===== src/rtl/t5_sched_pkg.sv =====
// Shared types and the t5 logic function for the t5 evaluation scheduler.
// Stage tags are carried at a fixed maximum width and narrowed at the top level.
package t5_sched_pkg;

  localparam int T5_TAG_MAX_W = 8;

  typedef enum logic [1:0] {
    RUN   = 2'd0,
    DRAIN = 2'd1,
    DONE  = 2'd2
  } sched_state_t;

  typedef struct packed {
    logic                    valid;
    logic [T5_TAG_MAX_W-1:0] tag;
    logic [1:0]              po;
  } stage_t;

  // Returns {po1, po0} for the operand vector {pi4,pi3,pi2,pi1,pi0}.
  function automatic logic [1:0] t5_eval(input logic [4:0] pi);
    logic po0;
    logic po1;
    po0 = (pi[0] & pi[2]) | (pi[1] & ~(pi[2] & pi[3]));
    po1 = ~(pi[2] & pi[3]) & (pi[1] | pi[4]);
    return {po1, po0};
  endfunction

endpackage


===== src/rtl/t5_sched_pipe.sv =====
// Stall-able shift register of evaluated results; every stage freezes together on stall.
// Occupancy is the live count of valid stages.
module t5_sched_pipe
  import t5_sched_pkg::*;
#(
  parameter int PIPE_STAGES = 4,
  parameter int OCC_W       = $clog2(PIPE_STAGES + 1)
) (
  input  logic             clk,
  input  logic             rst_n,
  input  logic             i_stall,
  input  stage_t           i_stage,
  output stage_t           o_stage,
  output logic [OCC_W-1:0] o_occupancy
);

  stage_t           r_stage [PIPE_STAGES];
  logic [OCC_W-1:0] w_occ;

  always_ff @(posedge clk or negedge rst_n) begin
    if (!rst_n) begin
      for (int k = 0; k < PIPE_STAGES; k++) begin
        r_stage[k] <= '0;
      end
    end else if (!i_stall) begin
      r_stage[0] <= i_stage;
      for (int k = 1; k < PIPE_STAGES; k++) begin
        r_stage[k] <= r_stage[k-1];
      end
    end
  end

  always_comb begin
    w_occ = '0;
    for (int k = 0; k < PIPE_STAGES; k++) begin
      w_occ = w_occ + OCC_W'(r_stage[k].valid);
    end
  end

  assign o_stage     = r_stage[PIPE_STAGES-1];
  assign o_occupancy = w_occ;

endmodule


===== src/rtl/t5_eval_scheduler.sv =====
// Round-robin scheduler sharing one pipelined t5 evaluator between NREQ requesters,
// with a flush/drain sequencer that pulses flush_done once the pipeline is empty.
module t5_eval_scheduler
  import t5_sched_pkg::*;
#(
  parameter int NREQ        = 4,
  parameter int PIPE_STAGES = 4,
  parameter int TAG_W       = $clog2(NREQ),
  parameter int OCC_W       = $clog2(PIPE_STAGES + 1)
) (
  input  logic              clk,
  input  logic              rst_n,
  input  logic [NREQ-1:0]   req_valid,
  input  logic [NREQ*5-1:0] req_vec,
  output logic [NREQ-1:0]   req_ready,
  output logic              rsp_valid,
  output logic [TAG_W-1:0]  rsp_tag,
  output logic [1:0]        rsp_po,
  input  logic              rsp_ready,
  input  logic              flush_req,
  output logic              flush_done,
  output logic [OCC_W-1:0]  occupancy
);

  logic [4:0]       w_vec [NREQ];
  logic [TAG_W-1:0] r_rr_ptr;
  logic [TAG_W-1:0] w_cand;
  logic [TAG_W-1:0] w_gnt_idx;
  logic             w_found;
  logic             w_stall;
  logic             w_grant_en;
  logic             w_accept;
  stage_t           w_load;
  stage_t           w_tail;
  sched_state_t     r_state;
  sched_state_t     w_state_next;
  logic             r_hold;
  logic             w_hold_next;

  generate
    for (genvar gi = 0; gi < NREQ; gi++) begin : g_unpack
      assign w_vec[gi] = req_vec[5*gi +: 5];
    end
  endgenerate

  assign w_stall    = w_tail.valid & ~rsp_ready;
  assign w_grant_en = rst_n & ~w_stall & (r_state == RUN);
  assign w_accept   = w_grant_en & w_found;

  // First valid requester at or after rr_ptr, wrapping.
  always_comb begin
    w_found   = 1'b0;
    w_gnt_idx = '0;
    w_cand    = '0;
    for (int k = 0; k < NREQ; k++) begin
      w_cand = TAG_W'((int'(r_rr_ptr) + k) % NREQ);
      if (!w_found && req_valid[w_cand]) begin
        w_found   = 1'b1;
        w_gnt_idx = w_cand;
      end
    end
  end

  assign req_ready = w_accept ? (NREQ'(1) << w_gnt_idx) : '0;

  always_ff @(posedge clk or negedge rst_n) begin
    if (!rst_n) begin
      r_rr_ptr <= '0;
    end else if (w_accept) begin
      r_rr_ptr <= (w_gnt_idx == TAG_W'(NREQ - 1)) ? '0 : w_gnt_idx + TAG_W'(1);
    end
  end

  // Idle slots enter the pipe as all-zero so empty outputs read back as zero.
  always_comb begin
    w_load = '0;
    if (w_accept) begin
      w_load.valid = 1'b1;
      w_load.tag   = T5_TAG_MAX_W'(w_gnt_idx);
      w_load.po    = t5_eval(w_vec[w_gnt_idx]);
    end
  end

  t5_sched_pipe #(
    .PIPE_STAGES(PIPE_STAGES),
    .OCC_W      (OCC_W)
  ) u_pipe (
    .clk        (clk),
    .rst_n      (rst_n),
    .i_stall    (w_stall),
    .i_stage    (w_load),
    .o_stage    (w_tail),
    .o_occupancy(occupancy)
  );

  assign rsp_valid = w_tail.valid;
  assign rsp_tag   = TAG_W'(w_tail.tag);
  assign rsp_po    = w_tail.po;

  always_ff @(posedge clk or negedge rst_n) begin
    if (!rst_n) begin
      r_state <= RUN;
      r_hold  <= 1'b0;
    end else begin
      r_state <= w_state_next;
      r_hold  <= w_hold_next;
    end
  end

  // r_hold parks the FSM in DRAIN after a pulse until flush_req drops, preventing a re-pulse.
  always_comb begin
    w_state_next = r_state;
    w_hold_next  = r_hold;
    case (r_state)
      RUN: begin
        if (flush_req) w_state_next = DRAIN;
      end
      DRAIN: begin
        if (r_hold) begin
          if (!flush_req) begin
            w_state_next = RUN;
            w_hold_next  = 1'b0;
          end
        end else if (occupancy == '0) begin
          w_state_next = DONE;
        end
      end
      DONE: begin
        if (flush_req) begin
          w_state_next = DRAIN;
          w_hold_next  = 1'b1;
        end else begin
          w_state_next = RUN;
        end
      end
      default: begin
        w_state_next = RUN;
        w_hold_next  = 1'b0;
      end
    endcase
  end

  always_comb begin
    flush_done = (r_state == DONE);
  end

endmodule

===== config.mk =====
export PLATFORM = sky130hd
export DESIGN_NAME = t5_eval_scheduler
export DESIGN_NICKNAME = d
export VERILOG_FILES = /design/src/rtl/t5_sched_pkg.sv /design/src/rtl/t5_sched_pipe.sv /design/src/rtl/t5_eval_scheduler.sv
export SDC_FILE = /design/constraint.sdc
export NUM_CORES = 1
export LEC_CHECK = 0
export CELL_PAD_IN_SITES_DETAIL_PLACEMENT = 0
export CELL_PAD_IN_SITES_GLOBAL_PLACEMENT = 1
export CORE_MARGIN = 8
export CORE_UTILIZATION = 30
export CTS_CLUSTER_SIZE = 30
export DETAILED_ROUTE_END_ITERATION = 10
export HOLD_SLACK_MARGIN = 0.05
export PLACE_DENSITY = 0.78
export SYNTH_ARGS = -nofsm -noshare
export SYNTH_HDL_FRONTEND = slang
export SYNTH_SLANG_ARGS = --single-unit

===== constraint.sdc =====
create_clock -name clk -period 3.3 [get_ports clk]
set_input_delay 0.66 -clock clk [delete_from_list [all_inputs] [get_ports clk]]
set_output_delay 0.66 -clock clk [all_outputs]
set_load 0.01 [all_outputs]

==> flow_metrics.env <==
export IMPL_synth_area_leaders="dfrtp_1 (40%), mux2_2 (11%), ha_1 (7.9%)"
export IMPL_ctsHoldBuffers=0
export IMPL_post_route_cells_drive_above_1_share=0.233
export IMPL_die_w_um=88.5
export IMPL_antenna_found_initial=0
export IMPL_fin_setup_tns_ns=0
export IMPL_yosysSeqAreaShare=0.397
export IMPL_relSlewSlack=0.621
export IMPL_clkSinkCount=25
export IMPL_clock_skew_ns=0.00450
export IMPL_critPathBufInv=3
export IMPL_syn_area_sq_um=1580
export IMPL_wl_um=3410
export IMPL_hold_depth=2
export IMPL_r2r_end="r_state[1]"
export IMPL_syn_to_final_growth_pct=39.6
export IMPL_first_pass_iters=4
export IMPL_post_place_ws_ns=-0.252
export IMPL_worst_path_max_fanout=4
export IMPL_io_pins=41
export IMPL_design_core_area_sq_um=5070
export IMPL_synth_edff_count=0
export IMPL_fin_nets=250
export IMPL_die_h_um=88.5
export IMPL_grt_usage=0.0901
export IMPL_fin_ws_ns=0.0653
export IMPL_min_to="u_pipe.r_stage[21]"
export IMPL_grt_pass1_vias=1318
export IMPL_drv_slew=0
export IMPL_gp_congestion=0.812
export IMPL_design_area_sq_um=2200
export IMPL_first_iter_violations=47
export IMPL_finalHoldViolations=0
export IMPL_ant_nets=0
export IMPL_fin_util=0.433
export IMPL_slowest_stage="or4_4"
export IMPL_rsz0062_at_grt="no"
export IMPL_synthDistinctLibCells=40
export IMPL_tritoncts="done"
export IMPL_max_vdd_ir_drop_uv=222
export IMPL_grt_max_degree=26
export IMPL_synth_top_area_share=0.397
export IMPL_crit_path_start_kind="primary input"
export IMPL_worstPathCellList="clkdlybuf4s50_1, nor2b_2, or4_4, nand2_8, inv_6, ha_1, and2_1, dlygate4sd2_1"
export IMPL_grt_overflow=0
export IMPL_hold_start="u_pipe.r_stage[21]"
export IMPL_initial_core_util=0.310
export IMPL_rows=26
export IMPL_ff2ff_setup_slack_ns=1.05
export IMPL_p_leak_nw=1.02
export IMPL_min_delay_path_class="reg -> reg"
export IMPL_crit_path_end_kind="output port"
export IMPL_synthCells=156
export IMPL_max_freq_mhz=309
export IMPL_avgSynthCellArea_sq_um=10.1
export IMPL_dp_hpwl_um=2780
export IMPL_die_area_sq_um=7830
export IMPL_h_tree_depth=1
export IMPL_ys_dominant_reg_cell="dfrtp_1"
export IMPL_diodes=0
export IMPL_period_share=0.980
export IMPL_period_minus_slack_ns=3.23
export IMPL_numPortBuffers=40
export IMPL_timing_hold_ws_ns=0.486
export IMPL_cts_buffer_depth=2
export IMPL_r2r_start="u_pipe.o_stage[10]"
export IMPL_vias_per_cell=4.62
export IMPL_synth_fp_nets=195
export IMPL_outcome="complete, no violations"
export IMPL_startpoint="req_valid[2]"
export IMPL_path_delay_family="simple AND/OR/NAND/NOR gates"
export IMPL_cts_buffers=3
export IMPL_path_clk_slew_ns=0.07
export IMPL_synthArstFlopShare=1.00
export IMPL_cts_root_buf="clkbuf_8"
export IMPL_place_area_sq_um=2150
export IMPL_max_cap_violations=0
export IMPL_cp_slowest_stage_delay_ns=0.56
export IMPL_setup_violations=0
export IMPL_ys_ff_latch=25
export IMPL_worstSkewPairLatency_ns=0.26
export IMPL_cp_arrival_ns=2.57
export IMPL_num_vias=1294
export IMPL_post_cts_buffers=0
export IMPL_synth_top_cell_by_area="dfrtp_1"
export IMPL_worst_pin_slew_ns=0.565
export IMPL_drc=0
export IMPL_grt_pass1_wl_um=5720
export IMPL_cp_required_ns=2.64
export IMPL_ys_warn_count=0
export IMPL_p_per_area_nw_per_um2=746
export IMPL_critPathKind="in -> out"
export IMPL_wl_per_cell_um=12.2
export IMPL_reg2reg_depth=10
metal layers:
layer | vias up | track usage | part of all wire
met1 | 596 | 0.113 | 0.47
met2 | 30 | 0.145 | 0.46
li1 | 663 | - | -
met5 | - | 0 | 0
met3 | 5 | 0.0186 | 0.054
met4 | 0 | 0.0384 | 0.013
power breakdown:
part	internal, mW	switching, mW	total (mW)
sequential	0.431	0.0827	0.513
combinational	0.517	0.439	0.956
clock	0.0861	0.0854	0.171
kinds of logic (layout without fill, tap and decap cells):
kind of cell,after synthesis,in the layout,synth area share
and+or+nand+nor,44,44,0.163
AOI/OAI and AO/OA,34,34,0.145
buffers and inverters,26,80,0.0858
DFF,25,25,0.397
muxes,16,16,0.117
adders and majority gates,11,11,0.0921
worst reg2reg max path, stage by stage (launching register included):
cell and delay (ns):
dfrtp_1 0.34, inv_1 0.08, fa_1 0.53, inv_1 0.04, ha_1 0.17, ha_1 0.28, nor3_1 0.17, a21oi_1 0.11
a21oi_1 0.23, nand4_1 0.13, o21ai_0 0.09
worst max path at each step:
stage / endpoint / slack, ns / cells after the start
floorplan: req_ready[0] / 0.70 / 7
global placement: req_ready[3] / -0.20 / 7
detailed placement: req_ready[3] / -0.25 / 7
CTS: req_ready[0] / 0.05 / 8
global route: req_ready[0] / 0.007 / 8
finish: req_ready[0] / 0.07 / 8
cells in the mapped netlist, drive strengths merged, types with 2 or more instances:
master / instances
and2: 5
buf: 8
clkbuf: 3
a221oi: 2
o21ai: 9
o22ai: 2
nor2b: 4
a32oi: 2
nand2: 10
o211ai: 4
nor4: 4
dfrtp: 25
ha: 10
nor3: 2
a22o: 2
nor3b: 2
nand3: 8
nor2: 5
a21oi: 6
mux2: 16
inv: 15
sequential cells by signal, summed over array words and instances (netlist names):
register        count
r_rr_ptr            2
u_pipe.r_stage     15
u_pipe.o_stage      5
r_hold              1
r_state             2
what timing repair did:
item	in CTS	in global routing
pin swaps	0	1
endpoints found under the setup margin	4	3
resized for setup	6	3
per-stage QoR:
step	std cells	power (mW)
after floorplan	156	1.13
after detailed placement	276	1.48
after global routing	280	1.79
after CTS	280	1.66
after global placement	276	1.46
final	280	1.64
cell usage in the layout (no fill, tap or decap), types with 2 or more instances in the layout:
cell type and count:
a21oi_1 6, a221oi_1 2, a22o_1 2, a32oi_1 2
and2_1 4, buf_4 21, clkbuf_8 3, clkdlybuf4s50_1 36
dfrtp_1 25, dlygate4sd2_1 4, ha_1 10, inv_1 14
mux2_2 15, nand2_1 9, nand3_1 8, nor2_1 5
nor2b_2 3, nor3_1 2, nor3b_1 2, nor4_1 4
o211ai_1 4, o21ai_0 8, o22ai_1 2
cell type report:
type,instances,area [sq um]
fill,535,2880
clock buffer,4,45.0
inverter,15,61.3
multi-input combinational,105,827
timing repair buffer,61,553
tap,70,87.6
sequential,25,626
No activity file was read; power rests on OpenSTA's default activity.
